`src/rtl/div_writeback_queue.sv`:
```
// Divide-result writeback queue: buffers divide-unit results and drains them into
// the register-file write port in cycles the main pipeline leaves it free. Also
// reports RAW hazards on queued destinations and a full flag for divide issue.
module div_writeback_queue #(
  parameter int unsigned DEPTH = 2,
  parameter int unsigned XLEN  = 32
) (
  input  logic            CLK,
  input  logic            RST,
  input  logic            done_du,
  input  logic            wen_du,
  input  logic [4:0]      reg_rd_du,
  input  logic [XLEN-1:0] wdata_du,
  input  logic            pipe_wen,
  input  logic [4:0]      query_rs1,
  input  logic [4:0]      query_rs2,
  output logic            rf_wen,
  output logic [4:0]      rf_rd,
  output logic [XLEN-1:0] rf_wdata,
  output logic            full,
  output logic            empty,
  output logic            hazard,
  output logic            overflow_err
);

  localparam int unsigned PTR_W = (DEPTH > 1) ? $clog2(DEPTH) : 1;
  localparam int unsigned CNT_W = PTR_W + 1;

  logic [PTR_W-1:0] head;
  logic [PTR_W-1:0] tail;
  logic [CNT_W-1:0] count;
  logic [DEPTH-1:0] valid;
  logic [4:0]       ent_rd   [DEPTH];
  logic [XLEN-1:0]  ent_data [DEPTH];

  logic push;
  logic pop;
  logic accept;
  logic hit1;
  logic hit2;

  // Queue control: x0 and non-writing results never enter; a full queue only
  // takes a result when the head drains in the same cycle.
  always_comb begin
    push   = done_du & wen_du & (reg_rd_du != 5'd0);
    pop    = ~empty & ~pipe_wen;
    accept = push & (~full | pop);
  end

  // Status flags come from registered count only, so they never glitch on inputs.
  always_comb begin
    full  = (count == CNT_W'(DEPTH));
    empty = (count == CNT_W'(0));
  end

  // RF write port: queue writes only when the main pipeline is idle.
  always_comb begin
    rf_wen   = pop;
    rf_rd    = 5'd0;
    rf_wdata = '0;
    if (!empty) begin
      rf_rd    = ent_rd[head];
      rf_wdata = ent_data[head];
    end
  end

  // Hazard: a popping entry still counts because decode cannot see the RF write yet.
  always_comb begin
    hit1 = 1'b0;
    hit2 = 1'b0;
    for (int unsigned i = 0; i < DEPTH; i++) begin
      if (valid[i] && (ent_rd[i] == query_rs1)) hit1 = 1'b1;
      if (valid[i] && (ent_rd[i] == query_rs2)) hit2 = 1'b1;
    end
    if (push && (reg_rd_du == query_rs1)) hit1 = 1'b1;
    if (push && (reg_rd_du == query_rs2)) hit2 = 1'b1;
    hazard = ((query_rs1 != 5'd0) & hit1) | ((query_rs2 != 5'd0) & hit2);
  end

  // Pointer, count, valid and sticky overflow state.
  always_ff @(posedge CLK or posedge RST) begin
    if (RST) begin
      head         <= '0;
      tail         <= '0;
      count        <= '0;
      valid        <= '0;
      overflow_err <= 1'b0;
    end else begin
      if (pop) begin
        valid[head] <= 1'b0;
        head        <= head + PTR_W'(1);
      end
      // Set after clear so a full push+pop onto the same slot leaves it valid.
      if (accept) begin
        valid[tail] <= 1'b1;
        tail        <= tail + PTR_W'(1);
      end
      case ({accept, pop})
        2'b10:   count <= count + CNT_W'(1);
        2'b01:   count <= count - CNT_W'(1);
        default: count <= count;
      endcase
      if (push && !accept) overflow_err <= 1'b1;
    end
  end

  // Entry payload storage; contents are only observed through valid/empty.
  always_ff @(posedge CLK) begin
    if (accept) begin
      ent_rd[tail]   <= reg_rd_du;
      ent_data[tail] <= wdata_du;
    end
  end

endmodule

```
`config.mk`:
```
export PLATFORM = sky130hd
export DESIGN_NAME = div_writeback_queue
export DESIGN_NICKNAME = d
export VERILOG_FILES = /design/src/rtl/div_writeback_queue.sv
export SDC_FILE = /design/constraint.sdc
export NUM_CORES = 1
export LEC_CHECK = 0
export CELL_PAD_IN_SITES_DETAIL_PLACEMENT = 2
export CELL_PAD_IN_SITES_GLOBAL_PLACEMENT = 2
export CORE_AREA = 3 3 123 125
export CTS_BUF_LIST = sky130_fd_sc_hd__clkbuf_4 sky130_fd_sc_hd__clkbuf_8 sky130_fd_sc_hd__clkbuf_16
export DETAILED_ROUTE_END_ITERATION = 7
export DIE_AREA = 0 0 126 128
export PLACE_DENSITY = 0.59
export SLEW_MARGIN = 40
export SYNTH_ARGS = -nofsm -noshare
export SYNTH_HDL_FRONTEND = slang
export SYNTH_SLANG_ARGS = --single-unit
```
`constraint.sdc`:
```
create_clock -name CLK -period 6.6 [get_ports CLK]
set_clock_uncertainty 0.2 [all_clocks]
set_input_delay 0.99 -clock CLK [delete_from_list [all_inputs] [get_ports CLK]]
set_output_delay 0.99 -clock CLK [all_outputs]
set_load 0.01 [all_outputs]
```
# --- Word-level counts from Yosys, hierarchy flattened ---
# Memories as Yosys holds them, arrays and structs flattened.
# Cells that the tools add are included.
# Widths: inputs -> output; s select.
classes:
  n_lt_le_gt_ge: 4
  n_bitwise: 14
  n_eq_ne: 9
  n_div: 0
  reduce_logical: 15
  shift: 0
  multipliers: 0
  n_mux: 17
  addsub: 4
op_table:
  columns: ["cell", "n"]
  rows:
  - ["$mux 32", 1]
  - ["$eq 5x5->1", 6]
  - ["$reduce_bool 5->1", 3]
  - ["$mux 1", 10]
  - ["$logic_and 1x1->1", 9]
  - ["$and 1x1->1", 6]
  - ["$mux 5", 1]
  - ["$eq 2x2->1 const B", 2]
  - ["$lt 1x2->1 const B", 2]
  - ["$mux 2", 2]
  - ["$pmux 2 s2", 1]
  - ["$not 1->1", 3]
  - ["$add 1x1->1 const B", 2]
  - ["$add 2x1->2 const B", 1]
  - ["$and 2x2->2", 1]
  - ["$demux 1 s1", 2]
  - ["$eq 2x1->1 const B", 1]
  - ["$ge 1x1->1 const B", 2]
  - ["$logic_not 2->1", 1]
  - ["$not 2->2", 1]
  - ["$or 1x1->1", 2]
  - ["$or 2x2->2", 1]
  - ["$reduce_bool 2->1", 1]
  - ["$sub 2x1->2 const B", 1]
  - ["$logic_not 1->1", 1]
totals:
  out_inout_bits: 42
  elab_cells: 70
  n_memories: 2
  ff_bits: 7
  in_bits: 52
  ramBits: 74
  latchBits: 0
  romBits: 0
memory_table:
  columns: ["name", "words", "word_bits", "rd", "rd_ports_with_merged_regs", "wr", "line", "rtl"]
  rows:
  - ["ent_data", 2, 32, 1, 0, 1, "34", "logic [XLEN-1:0] ent_data [DEPTH];"]
  - ["ent_rd", 2, 5, 3, 0, 1, "33", "logic [4:0] ent_rd [DEPTH];"]

# --- Longest topological paths before layout ---
logic_depth:
  depth_word: 9
  depth_mapped: 6
  ltp_nobuf: 5

# --- Worst setup path before layout ---
# OpenSTA, ideal clock, no wires.
synth_path:
  kind: "input -> register"
  startpoint: "input port reg_rd_du[0]"
  endpoint: "memory ent_data[0][0] (enable)"
  t_arrival_ns: 3.018
  stages: 5
  setup_slack_ns: 2.951
  n_path_buf: 1
  setup_time_ns: 0.431
  required_ns: 5.969
  path_cell_list: "or3_1 -> o311a_1 -> buf_6 -> nand2_1 -> nor2_1"
synth_via:
  elab_chain_len: 5
synth_rtl:
  columns: ["item", "line", "rtl"]
  rows:
  - ["start, declared", "12", "input logic [4:0] reg_rd_du,"]
  - ["$reduce_bool 5->1", "45", "push = done_du & wen_du & (reg_rd_du != 5'd0);"]
  - ["$and 1x1->1", "45", null]
  - ["$and 1x1->1", "47", "accept = push & (~full | pop);"]
  - ["$mux 1", "109", "if (accept) begin"]
  - ["$mux 1 (implied by the code)", "111", "ent_data[tail] <= wdata_du;"]
  - ["end, declared", "34", null]
# Every way passes these cells.

# --- Final worst setup path ---
layout_path:
  startpoint: "input port reg_rd_du[0]"
  endpoint: "output port hazard"
layout_via:
  elab_chain_len: 6
  word_cells_on_any_way: 11
  classes_between: "2 x eq/ne; 2 x mux; 4 x bitwise; 3 x reduce/logical"
layout_rtl:
  columns: ["item", "line", "rtl"]
  rows:
  - ["$reduce_bool 5->1", "45", null]
  - ["$and 1x1->1", "45", null]
  - ["$logic_and 1x1->1, on equally long branches", "75, 76", null]
  - ["$mux 1, on equally long branches", "75, 76", null]
  - ["$and 1x1->1", "77", "hazard = ((query_rs1 != 5'd0) & hit1) | ((query_rs2 != 5'd0) & hit2);"]
  - ["$or 1x1->1 *", "77", null]
  - ["end, declared", "22", "output logic hazard,"]
# Mark *: on every way between the ends. The rest lies on a longest branch, timed or not.

==> qor.txt <==
ROUTING
------------------------------------------------------------------------------------------
First DRT Iteration DRCs                                                               103
Number of vias per cell after detailed routing                                        4.41
Final WL                                                                           9.07 mm
Vias after detailed routing                                                           2312
Routed Antenna Nets                                                                      0
Drt pass-1 iters                                                                         4
Post-route DRC                                                                           0
Detail-routed net length per standard cell                                         17.3 um

PLACED DESIGN
------------------------------------------------------------------------------------------
Placed instance area                                                            4670 sq um
Placed cells                                                                           508
Worst-case setup slack after placement                                             2.19 ns
Final GP Congestion                                                                  0.758
DP HPWL                                                                            6.23 mm
Buffers added on ports                                                                  93

OUTCOME
------------------------------------------------------------------------------------------
Outcome                                                                       complete, no violations

SYNTHESIS
------------------------------------------------------------------------------------------
Warnings from Yosys                                                                      0
Mapped Area                                                                     3500 sq um
Post-synthesis mux area share                                                        0.106
Largest family of logic cells by synthesized area                             multiplexers
Post-synth top area cell                                                      sky130_fd_sc_hd__edfxtp_1
Synth Area in Compound Gates                                                        0.0272
Post-synthesis share of cell area spent on and, or, nand and nor gates              0.0826
Cell types with the largest area share after synthesis                        sky130_fd_sc_hd__edfxtp_1 64%, sky130_fd_sc_hd__mux2i_1 11%, sky130_fd_sc_hd__dfrtp_1 5.0%
Post-Syn Nets                                                                          294
Share of the synthesized netlist area taken by xor and xnor gates                   0.0826
Count of cell types in the netlist                                                      32
Flip-flop and latch count after synthesis                                               81
Synthesized area per cell                                                       14.5 sq um
Share of the synthesized area in the top cell type                                   0.635
Post-Syn Instances                                                                     242
Seq/Total Area, Yosys                                                                0.685
Share of synthesized cell area in full adder, half adder and majority cells              0

POWER AND IR DROP
------------------------------------------------------------------------------------------
Tot Pwr                                                                            1.89 mW
Portion of total power attributed to combinational logic                             0.369
Cell internal pwr                                                                  1.30 mW
Fraction of power consumed by sequential logic                                       0.372
Part of the total power dissipated in the clock network                              0.259
Worst vdd rail ir drop                                                              155 uV
Pwr dens                                                                       381 nW/um^2
Fraction of power spent switching nets                                               0.313
Static Leak                                                                        1.76 nW
Switch Pwr                                                                        0.592 mW

SETUP PATH
------------------------------------------------------------------------------------------
Max stage delay on crit path                                                       0.53 ns
Startpoint types                                                                 input pin
Critical path's most frequent cell                                            sky130_fd_sc_hd__clkdlybuf4s50_1
Slowest stage cell on the critical path                                       sky130_fd_sc_hd__clkdlybuf4s50_1
Critical Setup Path Class                                                           in2out
Critical path required time                                                        5.41 ns
Buffering stage count on the worst path with inverters included                          2
Worst-path fanout max                                                                   11
Data arrival time of the critical path                                             3.23 ns
CP top delay family                                                           buffers and inverters
Worst Setup SP                                                                reg_rd_du[0]
Reg2reg start                                                                     count[1]
Capturing element type of the critical path                                    output port
Cells along the critical path                                                 clkdlybuf4s50_1, or3_1, o311a_1, nand4_1, and3_1, o22ai_1, clkdlybuf4s50_1

FLOORPLANNING
------------------------------------------------------------------------------------------
Die Wd                                                                              126 um
Initial core utilization                                                             0.250
Die area                                                                       16100 sq um
Rows                                                                                    43
I/O Pins                                                                                94
Core region area                                                               14000 sq um
Height of the die                                                                   128 um

CLOCK NETWORK
------------------------------------------------------------------------------------------
Number of setup buffers added after CTS                                                  0
Number of clock sinks                                                                   81
CTS resizes                                                                              0
Clock root buffer                                                             sky130_fd_sc_hd__clkbuf_16
# H-tree levels                                                                          3
CTS Buf Count                                                                            9
CTS Hold Bufs                                                                            0
Clock slew at the register clock pins of the worst setup and hold paths            0.06 ns
Clock buffer depth                                                                       2
Clock latency of the later-clocked register in the worst-skew pair                 0.34 ns
CTS tree                                                                              done

GLOBAL ROUTE
------------------------------------------------------------------------------------------
Global routing usage summed across all routing layers                                0.119
Antenna violations before repair                                                         0
Pin count of the biggest net entering global routing                                    39
Overflow left after global routing                                                       0
Vias in the first global route                                                        2675
First-pass GRT wire length                                                         14.8 mm

FINISH
------------------------------------------------------------------------------------------
Count of non-filler cells in the finished layout                                       524
Layout cells sized above 1                                                          0.0698
Most common library cell in the layout ignoring fill and taps                 sky130_fd_sc_hd__clkdlybuf4s50_1
Final instance area                                                             4960 sq um
P&R area growth vs syn                                                               41.8%
# nets final                                                                           391
Antenna cells                                                                            0
Leading cell types in the layout, fill and taps excluded                      93 x sky130_fd_sc_hd__clkdlybuf4s50_1, 74 x sky130_fd_sc_hd__edfxtp_1, 41 x sky130_fd_sc_hd__nor2_1
Final core occ                                                                       0.355

FLOW RUN
------------------------------------------------------------------------------------------
Max Cap Viol                                                                             0

TIMING
------------------------------------------------------------------------------------------
Max Slew Vio Count                                                                       0
Part of the cycle the worst path needs                                               0.669
Unrepaired setup endpoints after global routing                                         no
Setup_tns                                                                             0 ns
Post-route setup slack                                                             2.18 ns
Tightest hold margin                                                              0.303 ns
Worst-Margin Slew                                                                 0.661 ns
Final critical delay including setup and external delays                           4.42 ns
Max frequency                                                                      226 MHz
Worst slew margin relative to its limit                                              0.558
Final hold violation count                                                               0
Total setup violations reported at the end of the flow                                   0

HOLD PATH
------------------------------------------------------------------------------------------
Kind of path behind the tightest hold check                                        reg2reg
Hold path startpoint                                                          overflow_err

-- area by class of cell --
type	count	area, sq um
inverter	2	7.51
multi-input combinational	148	1060
sequential	81	2400
tap	180	225
clock inverter	6	58.8
timing repair buffer	97	976
fill	1475	9030
clock buffer	10	233
-- path summary, 6_finish.rpt --
kind | cells past startpoint | slack (ns) | end
max in group asynchronous | 2 | 5.23 | head
hold reg to reg | 1 | 0.30 | overflow_err
min in group asynchronous | 2 | 0.71 | overflow_err
setup / recovery | 7 | 2.18 | hazard
setup reg to reg | 5 | 4.15 | ent_rd[0][2]
hold / removal | 1 | 0.30 | overflow_err
-- cells by family after synthesis --
logic type             count (synthesis)
AO/OA/AOI/OAI                         13
XOR/XNOR                              33
buffers and inverters                 13
flip-flops                            81
multiplexers                          37
AND/OR/NAND/NOR                       65
-- state kept, by name (all words and copies together), names as in the netlist --
signal	count
head	1
count	2
ent_rd	10
overflow_err	1
tail	1
ent_data	64
valid	2
-- layer usage --
| layer | share of wire | routed length (um) | up-vias | track usage |
|---|---|---|---|---|
| met5 | 0 | 0 | - | 0 |
| met4 | 0.021 | 191 | 0 | 0.0549 |
| met3 | 0.055 | 501 | 13 | 0.0279 |
| met2 | 0.48 | 4320 | 71 | 0.191 |
| met1 | 0.45 | 4060 | 1151 | 0.155 |
| li1 | - | - | 1077 | - |
-- cells in the mapped netlist --
library cell,instances
sky130_fd_sc_hd__a211oi_1,1
sky130_fd_sc_hd__a211oi_2,1
sky130_fd_sc_hd__a21o_1,1
sky130_fd_sc_hd__a21oi_1,2
sky130_fd_sc_hd__a31o_1,1
sky130_fd_sc_hd__a41oi_1,1
sky130_fd_sc_hd__and3_1,2
sky130_fd_sc_hd__and4_4,1
sky130_fd_sc_hd__buf_1,1
sky130_fd_sc_hd__buf_2,1
sky130_fd_sc_hd__buf_6,1
sky130_fd_sc_hd__clkbuf_1,8
sky130_fd_sc_hd__dfrtp_1,7
sky130_fd_sc_hd__edfxtp_1,74
sky130_fd_sc_hd__inv_1,2
sky130_fd_sc_hd__mux2i_1,37
sky130_fd_sc_hd__nand2_1,5
sky130_fd_sc_hd__nand3_1,2
sky130_fd_sc_hd__nand4_1,3
sky130_fd_sc_hd__nor2_1,43
sky130_fd_sc_hd__nor2b_1,2
sky130_fd_sc_hd__nor3_1,2
sky130_fd_sc_hd__nor4_1,2
sky130_fd_sc_hd__o21ai_0,1
sky130_fd_sc_hd__o21ai_1,1
sky130_fd_sc_hd__o22ai_1,2
sky130_fd_sc_hd__o311a_1,1
sky130_fd_sc_hd__o31ai_1,1
sky130_fd_sc_hd__or3_1,1
sky130_fd_sc_hd__or4_1,2
sky130_fd_sc_hd__xnor2_1,18
sky130_fd_sc_hd__xor2_1,15
-- power groups by stage --
stage,Combinational (mW),Sequential [mW],Clock [mW]
after floorplan,0.356,0.676,0
after global placement,0.696,0.714,0
after detailed placement,0.719,0.718,0
after CTS,0.725,0.707,0.508
after global routing,0.768,0.715,0.529
final,0.698,0.704,0.490
Power figures use the tool's default switching activity.
